$ cat config.mk
export PLATFORM = sky130hd
export DESIGN_NAME = game_ctrl_fsm
export DESIGN_NICKNAME = d
export VERILOG_FILES = /design/src/rtl/game_ctrl_fsm.sv
export SDC_FILE = /design/constraint.sdc
export NUM_CORES = 1
export LEC_CHECK = 0
export BUFFER_PORTS_ARGS = -buffer_cell sky130_fd_sc_hd__buf_2
export CAP_MARGIN = 20
export CORE_MARGIN = 4
export CORE_UTILIZATION = 50
export CTS_CLUSTER_SIZE = 30
export DETAILED_ROUTE_END_ITERATION = 16
export HOLD_SLACK_MARGIN = 0.05
export PLACE_DENSITY = 0.71
export REMOVE_ABC_BUFFERS = 1
export SLEW_MARGIN = 20
export SYNTH_ARGS = -nofsm -noshare
export SYNTH_HDL_FRONTEND = slang
export SYNTH_SLANG_ARGS = --single-unit
$ cat constraint.sdc
create_clock -name clkIn -period 10.82 [get_ports clkIn]
set_input_delay 1.082 -clock clkIn [delete_from_list [all_inputs] [get_ports clkIn]]
set_output_delay 1.082 -clock clkIn [all_outputs]
set_load 0.02 [all_outputs]
$ cat src/rtl/game_ctrl_fsm.sv
// Game controller: multi-player scoring, 1 Hz countdown, pause/resume, timed finish
// hold with auto-return to idle, and a high score that persists across games.
module game_ctrl_fsm #(
  parameter int GAME_SECONDS   = 30,
  parameter int FINISH_SECONDS = 5,
  parameter int NUM_PLAYERS    = 2,
  parameter int SCORE_W        = 6
) (
  input  logic                           clkIn,
  input  logic                           reset,
  input  logic                           tick_1hz,
  input  logic                           startGame,
  input  logic                           pauseGame,
  input  logic [NUM_PLAYERS-1:0]         player_scored,
  output logic [1:0]                     state,
  output logic                           game_active,
  output logic                           game_over,
  output logic [7:0]                     time_left,
  output logic [NUM_PLAYERS*SCORE_W-1:0] score,
  output logic [SCORE_W-1:0]             high_score,
  output logic [2:0]                     winner,
  output logic                           tie
);

  typedef enum logic [1:0] {
    S_IDLE    = 2'b00,
    S_RUNNING = 2'b01,
    S_PAUSED  = 2'b10,
    S_FINISH  = 2'b11
  } state_t;

  localparam logic [7:0]         GAME_T    = 8'(GAME_SECONDS);
  localparam logic [7:0]         FINISH_T  = 8'(FINISH_SECONDS);
  localparam logic [SCORE_W-1:0] SCORE_MAX = '1;

  state_t             state_q, state_d;
  logic [7:0]         time_q, time_d;
  logic [7:0]         fin_q, fin_d;
  logic [SCORE_W-1:0] score_q   [NUM_PLAYERS];
  logic [SCORE_W-1:0] score_d   [NUM_PLAYERS];
  logic [SCORE_W-1:0] score_inc [NUM_PLAYERS];
  logic [SCORE_W-1:0] hs_q, hs_d;
  logic [2:0]         win_q, win_d;
  logic               tie_q, tie_d;
  logic               active_q, active_d;
  logic               over_q, over_d;

  logic [SCORE_W-1:0] top_score;
  logic [2:0]         top_idx;
  logic [3:0]         top_cnt;

  // Scores with this cycle's pulses applied, saturating at the maximum.
  always_comb begin
    for (int i = 0; i < NUM_PLAYERS; i++) begin
      score_inc[i] = score_q[i];
      if (player_scored[i] && score_q[i] != SCORE_MAX)
        score_inc[i] = score_q[i] + 1'b1;
    end
  end

  // Strict '>' keeps the lowest index among equal top scorers.
  always_comb begin
    top_score = '0;
    top_idx   = '0;
    top_cnt   = '0;
    for (int i = 0; i < NUM_PLAYERS; i++) begin
      if (score_inc[i] > top_score) begin
        top_score = score_inc[i];
        top_idx   = 3'(i);
      end
    end
    for (int i = 0; i < NUM_PLAYERS; i++)
      if (score_inc[i] == top_score) top_cnt = top_cnt + 4'd1;
  end

  always_comb begin
    // NOTE: every variable gets a default before the case so no path infers a latch.
    state_d = state_q;
    time_d  = time_q;
    fin_d   = fin_q;
    score_d = score_q;
    hs_d    = hs_q;
    win_d   = win_q;
    tie_d   = tie_q;

    case (state_q)
      S_IDLE: begin
        if (startGame) state_d = S_RUNNING;
      end
      S_RUNNING: begin
        if (!startGame) begin
          score_d = score_inc;
          if (tick_1hz && time_q <= 8'd1) begin
            time_d  = '0;
            state_d = S_FINISH;
            fin_d   = '0;
            win_d   = top_idx;
            tie_d   = (top_cnt > 4'd1);
            if (top_score > hs_q) hs_d = top_score;
          end else begin
            if (tick_1hz)  time_d  = time_q - 8'd1;
            if (pauseGame) state_d = S_PAUSED;
          end
        end
      end
      S_PAUSED: begin
        if (!startGame && pauseGame) state_d = S_RUNNING;
      end
      S_FINISH: begin
        if (!startGame && tick_1hz) begin
          fin_d = fin_q + 8'd1;
          if (fin_d == FINISH_T) begin
            state_d = S_IDLE;
            time_d  = GAME_T;
          end
        end
      end
      default: begin
        state_d = S_IDLE;
        time_d  = GAME_T;
      end
    endcase

    // startGame opens a fresh game from any state and overrides pause/auto-return.
    if (startGame) begin
      state_d = S_RUNNING;
      time_d  = GAME_T;
      score_d = '{default: '0};
    end

    active_d = (state_d == S_RUNNING) || (state_d == S_PAUSED);
    over_d   = (state_d == S_FINISH);
  end

  always_ff @(posedge clkIn or posedge reset) begin
    if (reset) begin
      state_q  <= S_IDLE;
      time_q   <= GAME_T;
      fin_q    <= '0;
      // NOTE: the score array is small and visible on outputs, so it is reset like any flop.
      score_q  <= '{default: '0};
      hs_q     <= '0;
      win_q    <= '0;
      tie_q    <= 1'b0;
      active_q <= 1'b0;
      over_q   <= 1'b0;
    end else begin
      // NOTE: non-blocking assignments so every flop samples pre-edge values.
      state_q  <= state_d;
      time_q   <= time_d;
      fin_q    <= fin_d;
      score_q  <= score_d;
      hs_q     <= hs_d;
      win_q    <= win_d;
      tie_q    <= tie_d;
      active_q <= active_d;
      over_q   <= over_d;
    end
  end

  always_comb begin
    score = '0;
    for (int i = 0; i < NUM_PLAYERS; i++)
      score[i*SCORE_W +: SCORE_W] = score_q[i];
  end

  assign state       = state_q;
  assign game_active = active_q;
  assign game_over   = over_q;
  assign time_left   = time_q;
  assign high_score  = hs_q;
  assign winner      = win_q;
  assign tie         = tie_q;

endmodule

Word level (Yosys, flattened, before mapping). Cells that the tools add are included.

Add/sub/neg operators: 5. Order comparisons: 5. Equality and inequality tests: 17. Mux-type cells: 26. Bitwise operators: 1. Reduce and logical (&&, ||, !) cells: 15.

Operator list (count): two-way mux 8 bit (8); one-hot mux 8 bit (2 select lines) (2); two-way mux 12 bit (2); two-way mux 6 bit (4); adder 6 x 1 -> 6 bit, second input constant (2); equality test 6 bit (2); > comparator 6 bit (2); two-way mux 2 bit (6); inequality test 6 bit, second input constant (2); AND reduction 4 bit (3); adder 8 x 1 -> 8 bit, second input constant (1); equality test 2 bit, second input constant (4); equality test 8 x 3 -> 1 bit, second input constant (1); <= comparator 8 x 1 -> 1 bit, second input constant (1); one-hot mux 2 bit (4 select lines) (1); subtractor 8 x 1 -> 8 bit, second input constant (1); > comparator 6 x 1 -> 1 bit, second input constant (1); inequality test 2 bit, second input constant (3); inequality test 3 bit, second input constant (2); logical AND 1 bit (5); adder 4 x 1 -> 4 bit, second input constant (1); equality test 2 x 1 -> 1 bit, second input constant (2); > comparator 4 x 1 -> 1 bit, second input constant (1); two-way mux 4 bit (1); other kinds (9) (11).

Bits in registers: 42.

Longest topological paths before layout. Gate-level depths: netlist (run 1).

Word-level depth: 12. Gate-level depth with buffers: 18. Gate-level depth less buffers: 18.

Worst setup path after synthesis (run 1). Ideal clock, no wire load.

Kind: input to register. Start point: input player_scored[0]. End point: register hs_q[1], in the netlist high_score[1]. Library setup time: 125 ps. Arrival time: 4244 ps. Slack: 6451 ps. Cell stages on the path: 13. Path buffers: 0. Cells stage by stage: nand4_1 > or4_1 > o21ai_0 > ha_1 > and4_1 > a32oi_2 > mux2i_1 > ha_1 > a21o_1 > a221oi_1 > o21ai_0 > nand3_2 > mux2_2.

Cells in the longest elaborated chain, start to end: 8.

RTL lines: from (decl) (line 14) `input logic [NUM_PLAYERS-1:0] player_scored,`; logical AND 1 bit * (line 56) `if (player_scored[i] && score_q[i] != SCORE_MAX)`; two-way mux 6 bit * (line 56); > comparator 6 x 1 -> 1 bit (line 67) `if (score_inc[i] > top_score) begin`; two-way mux 6 bit * (line 67); > comparator 6 bit (line 67); two-way mux 6 bit * (line 67); net top_score[2] (line 48) `logic [SCORE_W-1:0] top_score;`; > comparator 6 bit * (line 99) `if (top_score > hs_q) hs_d = top_score;`; AND reduction 4 bit (no line) *; to (signal assigned) (line 153) `hs_q <= hs_d;`; to (decl) (line 42) `logic [SCORE_W-1:0] hs_q, hs_d;`.

The timed path passes the listed nets; every way through them passes the cells marked *. A chain may end at the register's enable or synchronous reset.

Worst setup path in the final report (run 1).
Start point: register score_q (netlist bit score[6]). End point: register hs_q[3], in the netlist high_score[3].

Cells in the longest elaborated chain, start to end: 7.

RTL lines: from (decl) (line 39) `logic [SCORE_W-1:0] score_q [NUM_PLAYERS];`; from (signal assigned) (line 152) `score_q <= score_d;`; branches (longest 2 deep; another with adder 6 x 1 -> 6 bit); two-way mux 6 bit * (line 56); > comparator 6 bit (line 67); two-way mux 6 bit * (line 67); net top_score[2] (line 48); > comparator 6 bit * (line 99); AND reduction 4 bit (no line) *.

Mark *: on every way through the listed nets, which the timed path passes.

==> results of run 1 <==
==> routing by layer <==
layer	wire length, um	global-route usage	up-vias
li1	-	-	1185
met1	3040	0.295	1108
met2	2900	0.325	62
met3	299	0.0296	5
met4	40	0.0449	0
met5	0	0	-
==> worst min-delay path by stage <==
stage                                       to                  from  slack [ns]  cells after the start
after global placement         tie$_DFFE_PP0P_       tie$_DFFE_PP0P_        0.47                      2
final                          tie$_DFFE_PP0P_       tie$_DFFE_PP0P_        0.50                      2
after detailed placement       tie$_DFFE_PP0P_       tie$_DFFE_PP0P_        0.49                      2
after global routing           tie$_DFFE_PP0P_       tie$_DFFE_PP0P_        0.52                      2
after floorplan           fin_q[7]$_DFFE_PP0P_  fin_q[7]$_DFFE_PP0P_        0.48                      1
after CTS                      tie$_DFFE_PP0P_       tie$_DFFE_PP0P_        0.51                      2
==> placed cells by master, fill, tap and decap left out, types with 2 or more instances in the layout <==
cell and n:
a211oi_1 6, a21o_1 4, a21oi_1 16, a2bb2oi_1 2, a31oi_1 4, and2_1 4, and4_1 2, buf_2 38
clkbuf_8 7, conb_1 2, dfrtp_1 36, dfstp_2 4, ha_1 19, inv_1 21, mux2_2 7, mux2i_1 9
nand2_1 29, nand2b_1 4, nand3_1 19, nand4_1 3, nor2_1 36, nor2b_1 3, nor3_1 7, o21a_1 2
o21ai_0 23, o311ai_0 3, o31ai_1 3, o41ai_1 3, or4_1 2, xnor2_1 7, xor2_1 6
==> sequential cells by signal, summed over array words and instances, names as in the netlist <==
register     count
fin_q            8
game_active      1
game_over        1
high_score       6
score           12
state            2
tie              1
time_left        8
winner           1
==> cell families after synthesis <==
family	synth area share
XOR/XNOR	0.0420
adder cells (fa/ha/maj)	0.0877
other	0.00138
AO/OA/AOI/OAI	0.182
flip-flops	0.371
AND/OR/NAND/NOR	0.206
buffers and inverters	0.0480
multiplexers	0.0623
==> critical path, stage by stage (launching register included) <==
cell and delay, ns:
dfrtp_1 0.49, ha_1 0.28, nand3_1 0.11, o21ai_0 0.42
mux2i_1 0.49, inv_1 0.11, ha_1 0.33, a21o_1 0.12
a21oi_1 0.06, a32oi_2 0.42, mux2i_1 0.38, ha_1 0.32
a21o_1 0.18, a221oi_1 0.26, o21ai_0 0.15, nand3_2 0.19
mux2_2 0.37
==> report_power, final <==
| part | internal (uW) | switching [uW] |
|---|---|---|
| Sequential | 162 | 21.4 |
| Clock | 81.5 | 53.6 |
| Combinational | 58.5 | 85.9 |
| Total | 302 | 161 |
==> layout make-up <==
type                    instances  area share
clock buffers                   7      0.0313
clock inverters                 1     0.00976
inverters                      21      0.0256
multi-input cells             241       0.513
flip-flops and latches         40       0.327
well taps                      70      0.0285
repair buffers                 39      0.0643
==> per-stage QoR <==
step	setup slack [ns]	hold slack, ns	utilization	std cells	power [uW]
2_1_floorplan	6.45	0.476	-	302	293
3_3_place_gp	6.02	0.465	0.570	411	326
3_5_place_dp	5.86	0.486	0.570	411	330
4_1_cts	6.04	0.507	0.595	419	467
5_1_grt	5.68	0.525	0.595	419	495
6_report	6.01	0.501	0.595	419	463
==> impl_metrics.py, run 1 <==
metrics = {
    "place": {
        "globalplace.congestion": 0.842,
        "port_buffers": 38,
        "hpwl_mm": 4.66,
        "placed_area_um2": 2950,
    },
    "sta": {
        "fin_setup_tns_ns": 0,
        "fin_crit_sh": 0.445,
        "finClkSkew_ns": 0.00274,
        "hold_viol": 0,
        "slew_headroom": 0.568,
        "worst_slew_pin_slew_ns": 0.641,
        "drv_slew": 0,
        "post-route-min-period_ns": 4.81,
        "finalSetupViolCount": 0,
        "fmax_mhz": 208,
        "rsz0062_at_grt": "false",
    },
    "critical_path": {
        "crit_path_end": "high_score[3]$_DFFE_PP0P_",
        "rr_worst_depth": 16,
        "r2r_end": "high_score[3]$_DFFE_PP0P_",
        "cp.required_ns": 10.99,
        "startpoint_type": "flip-flop",
        "end_kind": "flip-flop",
        "path_max_fanout": 7,
        "cp.arrival_ns": 4.98,
        "reg2reg_slack_ns": 6.01,
        "critPathKind": "reg -> reg",
        "reg2reg_from": "score[6]$_DFFE_PP0P_",
        "cp-startpoint": "score[6]$_DFFE_PP0P_",
    },
    "synthesis": {
        "synth_seq_cells": 40,
        "ys_warn_count": 0,
        "ys.flop_type": "dfrtp_1",
        "yosysTopAreaCell": "dfrtp_1",
        "synth_common_cells": "dfrtp_1, nor2_1, nand2_1",
        "async_flop_share": 1.00,
        "synth_edf_count": 0,
        "yosysTopAreaCellShare": 0.332,
        "yosysSeqAreaShare": 0.371,
        "netlist_instances": 312,
        "synthesis.area_um2": 2710,
        "synthTopCellsByArea": "dfrtp_1, ha_1, nor2_1",
        "synth_cell_types": 48,
        "avgSynthCellArea_um2": 8.69,
    },
    "detailed_routing": {
        "drtIter0Drc": 144,
        "vias_per_cell": 5.63,
        "ant_nets": 0,
        "dr.pass1.iters": 4,
        "num_vias": 2360,
        "drc": 0,
        "finalWirelength_mm": 6.27,
        "wl_per_cell_um": 15.0,
    },
    "clock_tree": {
        "holdBufCountCts": 0,
        "cts_tree": "done",
        "cts_inserted_buffers": 5,
        "ctsRootBufferMaster": "clkbuf_8",
        "clock_sinks": 40,
        "clock_latency_ns": 0.29,
        "clockBufferDepth": 2,
        "cts.clk_slew.worst_paths_ns": 0.08,
        "htreeDepth": 2,
        "cts_resized": 0,
        "post-cts-setup-buffers": 0,
    },
    "global_routing": {
        "grt_max_degree": 41,
        "track_usage": 0.204,
        "grt-ovfl-total": 0,
        "grt_first_pass_wirelength_mm": 10.7,
        "antenna_found_initial": 0,
        "grt_pass1_vias": 2286,
    },
    "finish": {
        "multi_input_comb_area_um2": 1580,
        "post-route-cell-area_um2": 3080,
        "regArea_um2": 1010,
        "nets": 374,
        "area_delta_synth_final_pct": 13.4,
        "drive_gt1_frac": 0.181,
        "n_antenna_cell": 0,
        "fillCellCount": 447,
    },
    "die": {
        "fp.dieW_um": 81.6,
        "initial_core_util": 0.524,
        "io_pins": 41,
        "die_y_um": 81.6,
        "die-area_um2": 6670,
        "num_rows": 26,
        "coreArea_um2": 5170,
    },
    "power_and_ir_drop": {
        "ir_drop_mv": 0.0814,
        "power.density_nw_per_um2": 151,
        "leakagePower_uw": 0.00147,
    },
    "min_path": {
        "min_path_type": "reg -> reg",
    },
    "run_status": {
        "run_status": "finished clean",
    },
    "flow_run": {
        "cap_violations": 0,
    },
}
Note: power is estimated with default switching activity, not from simulation.
==> inputs of run 2 (changes only) <==
--- a/config.mk
+++ b/config.mk
@@ -5,6 +5,7 @@
 export SDC_FILE = /design/constraint.sdc
 export NUM_CORES = 1
 export LEC_CHECK = 0
+export ABC_AREA = 1
 export BUFFER_PORTS_ARGS = -buffer_cell sky130_fd_sc_hd__buf_2
 export CAP_MARGIN = 20
 export CORE_MARGIN = 4
==> constraint.sdc (replaced) <==
create_clock -name clkIn -period 4.73 [get_ports clkIn]
set_input_delay 0.473 -clock clkIn [delete_from_list [all_inputs] [get_ports clkIn]]
set_output_delay 0.473 -clock clkIn [all_outputs]
set_load 0.02 [all_outputs]
==> impl_metrics.py, run 2 <==
metrics = {
    "run_status": {
        "run_status": "finished clean",
    },
    "detailed_routing": {
        "drc": 0,
        "num_vias": 2644,
        "vias_per_cell": 5.20,
        "wl_per_cell_um": 12.8,
        "ant_nets": 0,
        "finalWirelength_mm": 6.49,
        "drtIter0Drc": 95,
        "dr.pass1.iters": 4,
    },
    "global_routing": {
        "grt_first_pass_wirelength_mm": 11.1,
        "grt_pass1_vias": 2363,
        "antenna_found_initial": 0,
        "grt_max_degree": 41,
        "track_usage": 0.191,
        "grt-ovfl-total": 0,
    },
    "power_and_ir_drop": {
        "comb_power_share": 0.365,
        "switching_power_uw": 435,
        "switching_share": 0.400,
        "leakagePower_uw": 0.00169,
        "power.density_nw_per_um2": 338,
        "p_int_uw": 652,
        "totalPowerFinal_uw": 1090,
        "p_clk_frac": 0.197,
        "p_seq_frac": 0.437,
        "ir_drop_mv": 0.253,
    },
    "critical_path": {
        "path_depth": 24,
        "cp_num_buf_inv": 3,
        "critPathKind": "reg -> reg",
        "end_kind": "flip-flop",
        "cp.arrival_ns": 4.33,
        "rr_worst_depth": 24,
        "crit_family": "simple AND/OR/NAND/NOR gates",
        "cp.required_ns": 4.89,
        "path_cells": "ha_1 > nand2_1 > nor2_1 > nand2_1 > nand2_2 > nor2_1 > nand2_1 > xor2_1 > inv_1 > ha_1 > nand2_1 > nor2_1 > nand3_1 > nand2_2 > inv_1 > nand2_1 > o21ai_0 > ha_1 > nand3_1 > inv_1 > o21ai_0 > o211a_1 > nor3_4 > o21ai_0",
        "critPathSlowestCell": "dfrtp_1",
        "path_max_fanout": 15,
        "worst_path_most_repeated_cell": "nand2_1",
        "max_stage_delay_ns": 0.42,
        "startpoint_type": "flip-flop",
    },
    "finish": {
        "area_delta_synth_final_pct": 11.6,
        "final_cell_mix": "nand2_1, inv_1, nand3_1",
        "layout_commonest_cell": "nand2_1",
        "nets": 462,
        "drive_gt1_frac": 0.165,
        "largest_reg_flops": 12,
        "n_antenna_cell": 0,
        "fillCellCount": 536,
    },
    "die": {
        "coreArea_um2": 5540,
        "io_pins": 41,
        "fp.dieW_um": 84.0,
        "die-area_um2": 7050,
        "initial_core_util": 0.521,
        "die_y_um": 84.0,
        "num_rows": 27,
    },
    "synthesis": {
        "synth_top_family_by_area": "simple AND/OR/NAND/NOR gates",
        "synth_cell_types": 41,
        "ys.flop_type": "dfrtp_1",
        "synthXorXnorAreaFrac": 0.0425,
        "async_flop_share": 1.00,
        "synthTopCellsByArea": "dfrtp_1, nand2_1, ha_1",
        "ys_warn_count": 0,
        "synthesis.area_um2": 2890,
        "synth_seq_cells": 40,
        "synth_compound_area_frac": 0.116,
        "yosysTopAreaCell": "dfrtp_1",
        "muxShareOfSynthArea": 0,
        "post-synth-top-count-cell": "nand2_1",
        "yosysSeqAreaShare": 0.349,
        "yosysTopAreaCellShare": 0.312,
        "synth_edf_count": 0,
        "synth_adder_area_share": 0.0824,
        "synth-simple-area-share": 0.310,
        "synth_common_cells": "nand2_1, inv_1, nand3_1",
        "avgSynthCellArea_um2": 7.29,
        "netlist_instances": 396,
    },
    "sta": {
        "finClkSkew_ns": 0.00904,
        "rsz0062_at_grt": "false",
        "worst_slew_pin_slew_ns": 0.541,
        "fmax_mhz": 240,
        "finalSetupViolCount": 0,
        "hold_viol": 0,
        "post-route-min-period_ns": 4.17,
        "slew_headroom": 0.639,
        "drv_slew": 0,
        "fin_setup_tns_ns": 0,
        "hold_slack_ns": 0.283,
        "fin_crit_sh": 0.882,
    },
    "min_path": {
        "min_path_type": "in -> async",
    },
    "clock_tree": {
        "clockBufferDepth": 2,
        "ctsRootBufferMaster": "clkbuf_8",
        "cts_tree": "done",
        "cts.clk_slew.worst_paths_ns": 0.08,
        "clock_latency_ns": 0.29,
        "clock_sinks": 40,
        "holdBufCountCts": 0,
        "htreeDepth": 2,
        "cts_inserted_buffers": 5,
    },
    "place": {
        "globalplace.congestion": 0.887,
        "hpwl_mm": 5.04,
        "port_buffers": 38,
    },
    "flow_run": {
        "cap_violations": 0,
    },
}
[run 2: cell count changes in the layout (fill, tap and decap cells not counted), moves of 7 or more]
cell and delta:
a21oi_1 -9, o22ai_1 +14, nand2_1 +71, mux2i_1 -9, inv_1 +39, mux2_2 -7, nor2_1 -14, nand3_1 +22
[run 2: stage by stage]
stage	std cells	util	setup slack, ns	instance area [um^2]
2_1_floorplan	389	-	0.884	2840
3_3_place_gp	501	0.567	0.687	3140
5_1_grt	508	0.581	0.0548	3220
3_5_place_dp	501	0.567	0.407	3140
6_report	508	0.581	0.559	3220
4_1_cts	508	0.581	0.401	3220
[run 2: layer usage]
layer | wire [um] | global-route usage | vias to the layer above
met4 | 97 | 0.0497 | 0
met1 | 2950 | 0.253 | 1211
met2 | 3190 | 0.322 | 57
met3 | 257 | 0.0316 | 9
met5 | 0 | 0 | -
li1 | - | - | 1367
[run 2: tightest hold or removal path, cell delays in order]
cell and delay, ns:
buf_2 0.09, inv_1 0.04, buf_4 0.42
[run 2: worst paths after layout]
check | from | endpoint | slack [ns]
max in group asynchronous | reset | time_left[1]$_DFFE_PP1P_ | 4.08
min reg2reg | time_left[1]$_DFFE_PP1P_ | time_left[1]$_DFFE_PP1P_ | 0.50
min | reset | high_score[1]$_DFFE_PP0P_ | 0.28
max reg2reg | score[0]$_DFFE_PP0P_ | high_score[5]$_DFFE_PP0P_ | 0.56
min in group clkIn | time_left[1]$_DFFE_PP1P_ | time_left[1]$_DFFE_PP1P_ | 0.50
max | score[0]$_DFFE_PP0P_ | high_score[5]$_DFFE_PP0P_ | 0.56
[run 2: cells by family after synthesis]
family	Yosys count
simple gates	195
buf+inv	71
other cells	1
fa+ha+maj	19
flops	40
xor+xnor	14
compound gates	56
[run 2: what timing repair did]
action                                  CTS  global route
endpoints found under the setup margin    0             6
buffers inserted                          0             0
resized for setup                         0             1
[run 2: final cells by class]
type	count	area, um^2	share of cell area
tap	72	90.1	0.0280
inverter	63	239	0.0742
clock buffer	6	72.6	0.0225
multi-input combinational	286	1600	0.497
clock inverter	1	5.00	0.00155
timing repair buffer	40	205	0.0637
sequential	40	1010	0.312
[run 2: power by group through the flow]
stage               combinational (uW)  clock, uW  sequential (uW)
finish                             397        215              476
detailed placement                 400          0              480
global route                       453        243              487
global placement                   391          0              479
CTS                                400        225              475
floorplan                          265          0              504
==> inputs of run 3 (changes only) <==
==> constraint.sdc (replaced) <==
create_clock -name clkIn -period 4.73 [get_ports clkIn]
set_input_delay 0.7095 -clock clkIn [delete_from_list [all_inputs] [get_ports clkIn]]
set_output_delay 0.7095 -clock clkIn [all_outputs]
set_load 0.02 [all_outputs]
==> impl_metrics.py, run 3 (synthesis results as in run 2) <==
metrics = {
    "min_path": {
        "min_path_type": "reg -> reg",
        "min-delay-start": "time_left[1]$_DFFE_PP1P_",
    },
    "finish": {
        "final_cell_count_no_fill": 512,
        "drive_gt1_frac": 0.173,
        "area_delta_synth_final_pct": 12.9,
        "nets": 465,
        "largest_reg_flops": 12,
        "n_antenna_cell": 0,
        "post-route-cell-area_um2": 3260,
        "fillCellCount": 507,
        "multi_input_comb_area_um2": 1600,
        "regArea_um2": 1010,
        "layout_commonest_cell": "nand2_1",
        "final_cell_mix": "nand2_1, inv_1, nand3_1",
    },
    "clock_tree": {
        "ctsRootBufferMaster": "clkbuf_8",
        "holdBufCountCts": 0,
        "clockBufferDepth": 2,
        "cts.clk_slew.worst_paths_ns": 0.08,
        "clock_sinks": 40,
        "htreeDepth": 2,
        "cts_inserted_buffers": 5,
        "cts_tree": "done",
        "clock_latency_ns": 0.30,
    },
    "global_routing": {
        "grt_first_pass_wirelength_mm": 10.8,
        "antenna_found_initial": 0,
        "grt-ovfl-total": 0,
        "grt_max_degree": 41,
        "track_usage": 0.185,
        "grt_pass1_vias": 2450,
    },
    "power_and_ir_drop": {
        "power.density_nw_per_um2": 342,
        "leakagePower_uw": 0.00171,
        "ir_drop_mv": 0.245,
        "totalPowerFinal_uw": 1110,
    },
    "detailed_routing": {
        "dr.pass1.iters": 7,
        "vias_per_cell": 5.21,
        "num_vias": 2666,
        "drtIter0Drc": 110,
        "ant_nets": 0,
        "drc": 0,
        "finalWirelength_mm": 6.38,
        "wl_per_cell_um": 12.5,
    },
    "sta": {
        "drv_slew": 0,
        "worst_slew_pin_slew_ns": 0.554,
        "fmax_mhz": 244,
        "slew_headroom": 0.630,
        "post-route-min-period_ns": 4.09,
        "hold_slack_ns": 0.496,
        "fin_crit_sh": 0.865,
        "finClkSkew_ns": 0.0106,
        "finalSetupViolCount": 0,
        "hold_viol": 0,
        "fin_setup_tns_ns": 0,
        "rsz0062_at_grt": "false",
    },
    "flow_run": {
        "cap_violations": 0,
    },
    "critical_path": {
        "startpoint_type": "flip-flop",
        "cp.required_ns": 4.96,
        "max_stage_delay_ns": 0.43,
        "path_depth": 26,
        "path_max_fanout": 15,
        "crit_family": "simple AND/OR/NAND/NOR gates",
        "reg2reg_slack_ns": 0.64,
        "crit_path_end": "high_score[4]$_DFFE_PP0P_",
        "critPathKind": "reg -> reg",
        "cp-startpoint": "score[0]$_DFFE_PP0P_",
        "cp_num_buf_inv": 4,
        "end_kind": "flip-flop",
        "r2r_end": "high_score[4]$_DFFE_PP0P_",
        "rr_worst_depth": 26,
        "worst_path_most_repeated_cell": "nand2_1",
        "critPathSlowestCell": "dfrtp_1",
        "reg2reg_from": "score[0]$_DFFE_PP0P_",
        "cp.arrival_ns": 4.33,
    },
    "place": {
        "placed_area_um2": 3140,
        "hpwl_mm": 4.86,
        "dp_cells": 501,
        "globalplace.congestion": 0.892,
        "port_buffers": 38,
    },
    "die": {
        "num_rows": 27,
        "fp.dieW_um": 84.0,
        "io_pins": 41,
        "die_y_um": 84.0,
        "die-area_um2": 7050,
        "initial_core_util": 0.521,
        "coreArea_um2": 5540,
    },
    "run_status": {
        "run_status": "finished clean",
    },
}
==> run 3: layout make-up <==
type / instances / share of cell area
sequential: 40 / 0.309
clock inverter: 1 / 0.00230
multi-input combinational: 286 / 0.492
clock buffer: 7 / 0.0265
inverter: 63 / 0.0733
tap: 72 / 0.0276
timing repair buffer: 43 / 0.0699
==> run 3: worst min-delay path: cells and delay by family (launching register included) <==
kind	cells	cell delay, ns
flops	1	0.38
simple gates	2	0.12
==> run 3: stage by stage <==
stage,utilization,worst slack (ns)
after detailed placement,0.567,0.422
final,0.588,0.637
after global routing,0.588,0.127
after floorplan,-,0.884
after CTS,0.584,0.379
after global placement,0.567,0.628
==> run 3: worst min path at each step <==
stage	endpoint	slack, ns	depth (start not counted)
floorplan	fin_q[0]$_DFFE_PP0P_	0.51	1
global placement	tie$_DFFE_PP0P_	0.46	2
detailed placement	time_left[1]$_DFFE_PP1P_	0.49	2
CTS	time_left[1]$_DFFE_PP1P_	0.50	2
global route	time_left[1]$_DFFE_PP1P_	0.52	2
finish	time_left[1]$_DFFE_PP1P_	0.50	2
==> run 3: layer usage <==
layer / vias to the layer above / track usage / share of wire
met2: 70 / 0.328 / 0.49
li1: 1378 / - / -
met1: 1211 / 0.227 / 0.45
met3: 7 / 0.0316 / 0.048
met5: - / 0 / 0
met4: 0 / 0.0599 / 0.010
==> run 3: power breakdown <==
group / internal (uW) / total, uW / switching, uW
clock network: 119 / 244 / 125
registers: 409 / 475 / 66.2
logic: 143 / 396 / 253
==> run 3: repair_timing <==
action / in CTS / in global routing
endpoints found under the setup margin: 0 / 6
resized for setup: 0 / 1
setup buffers: 0 / 3
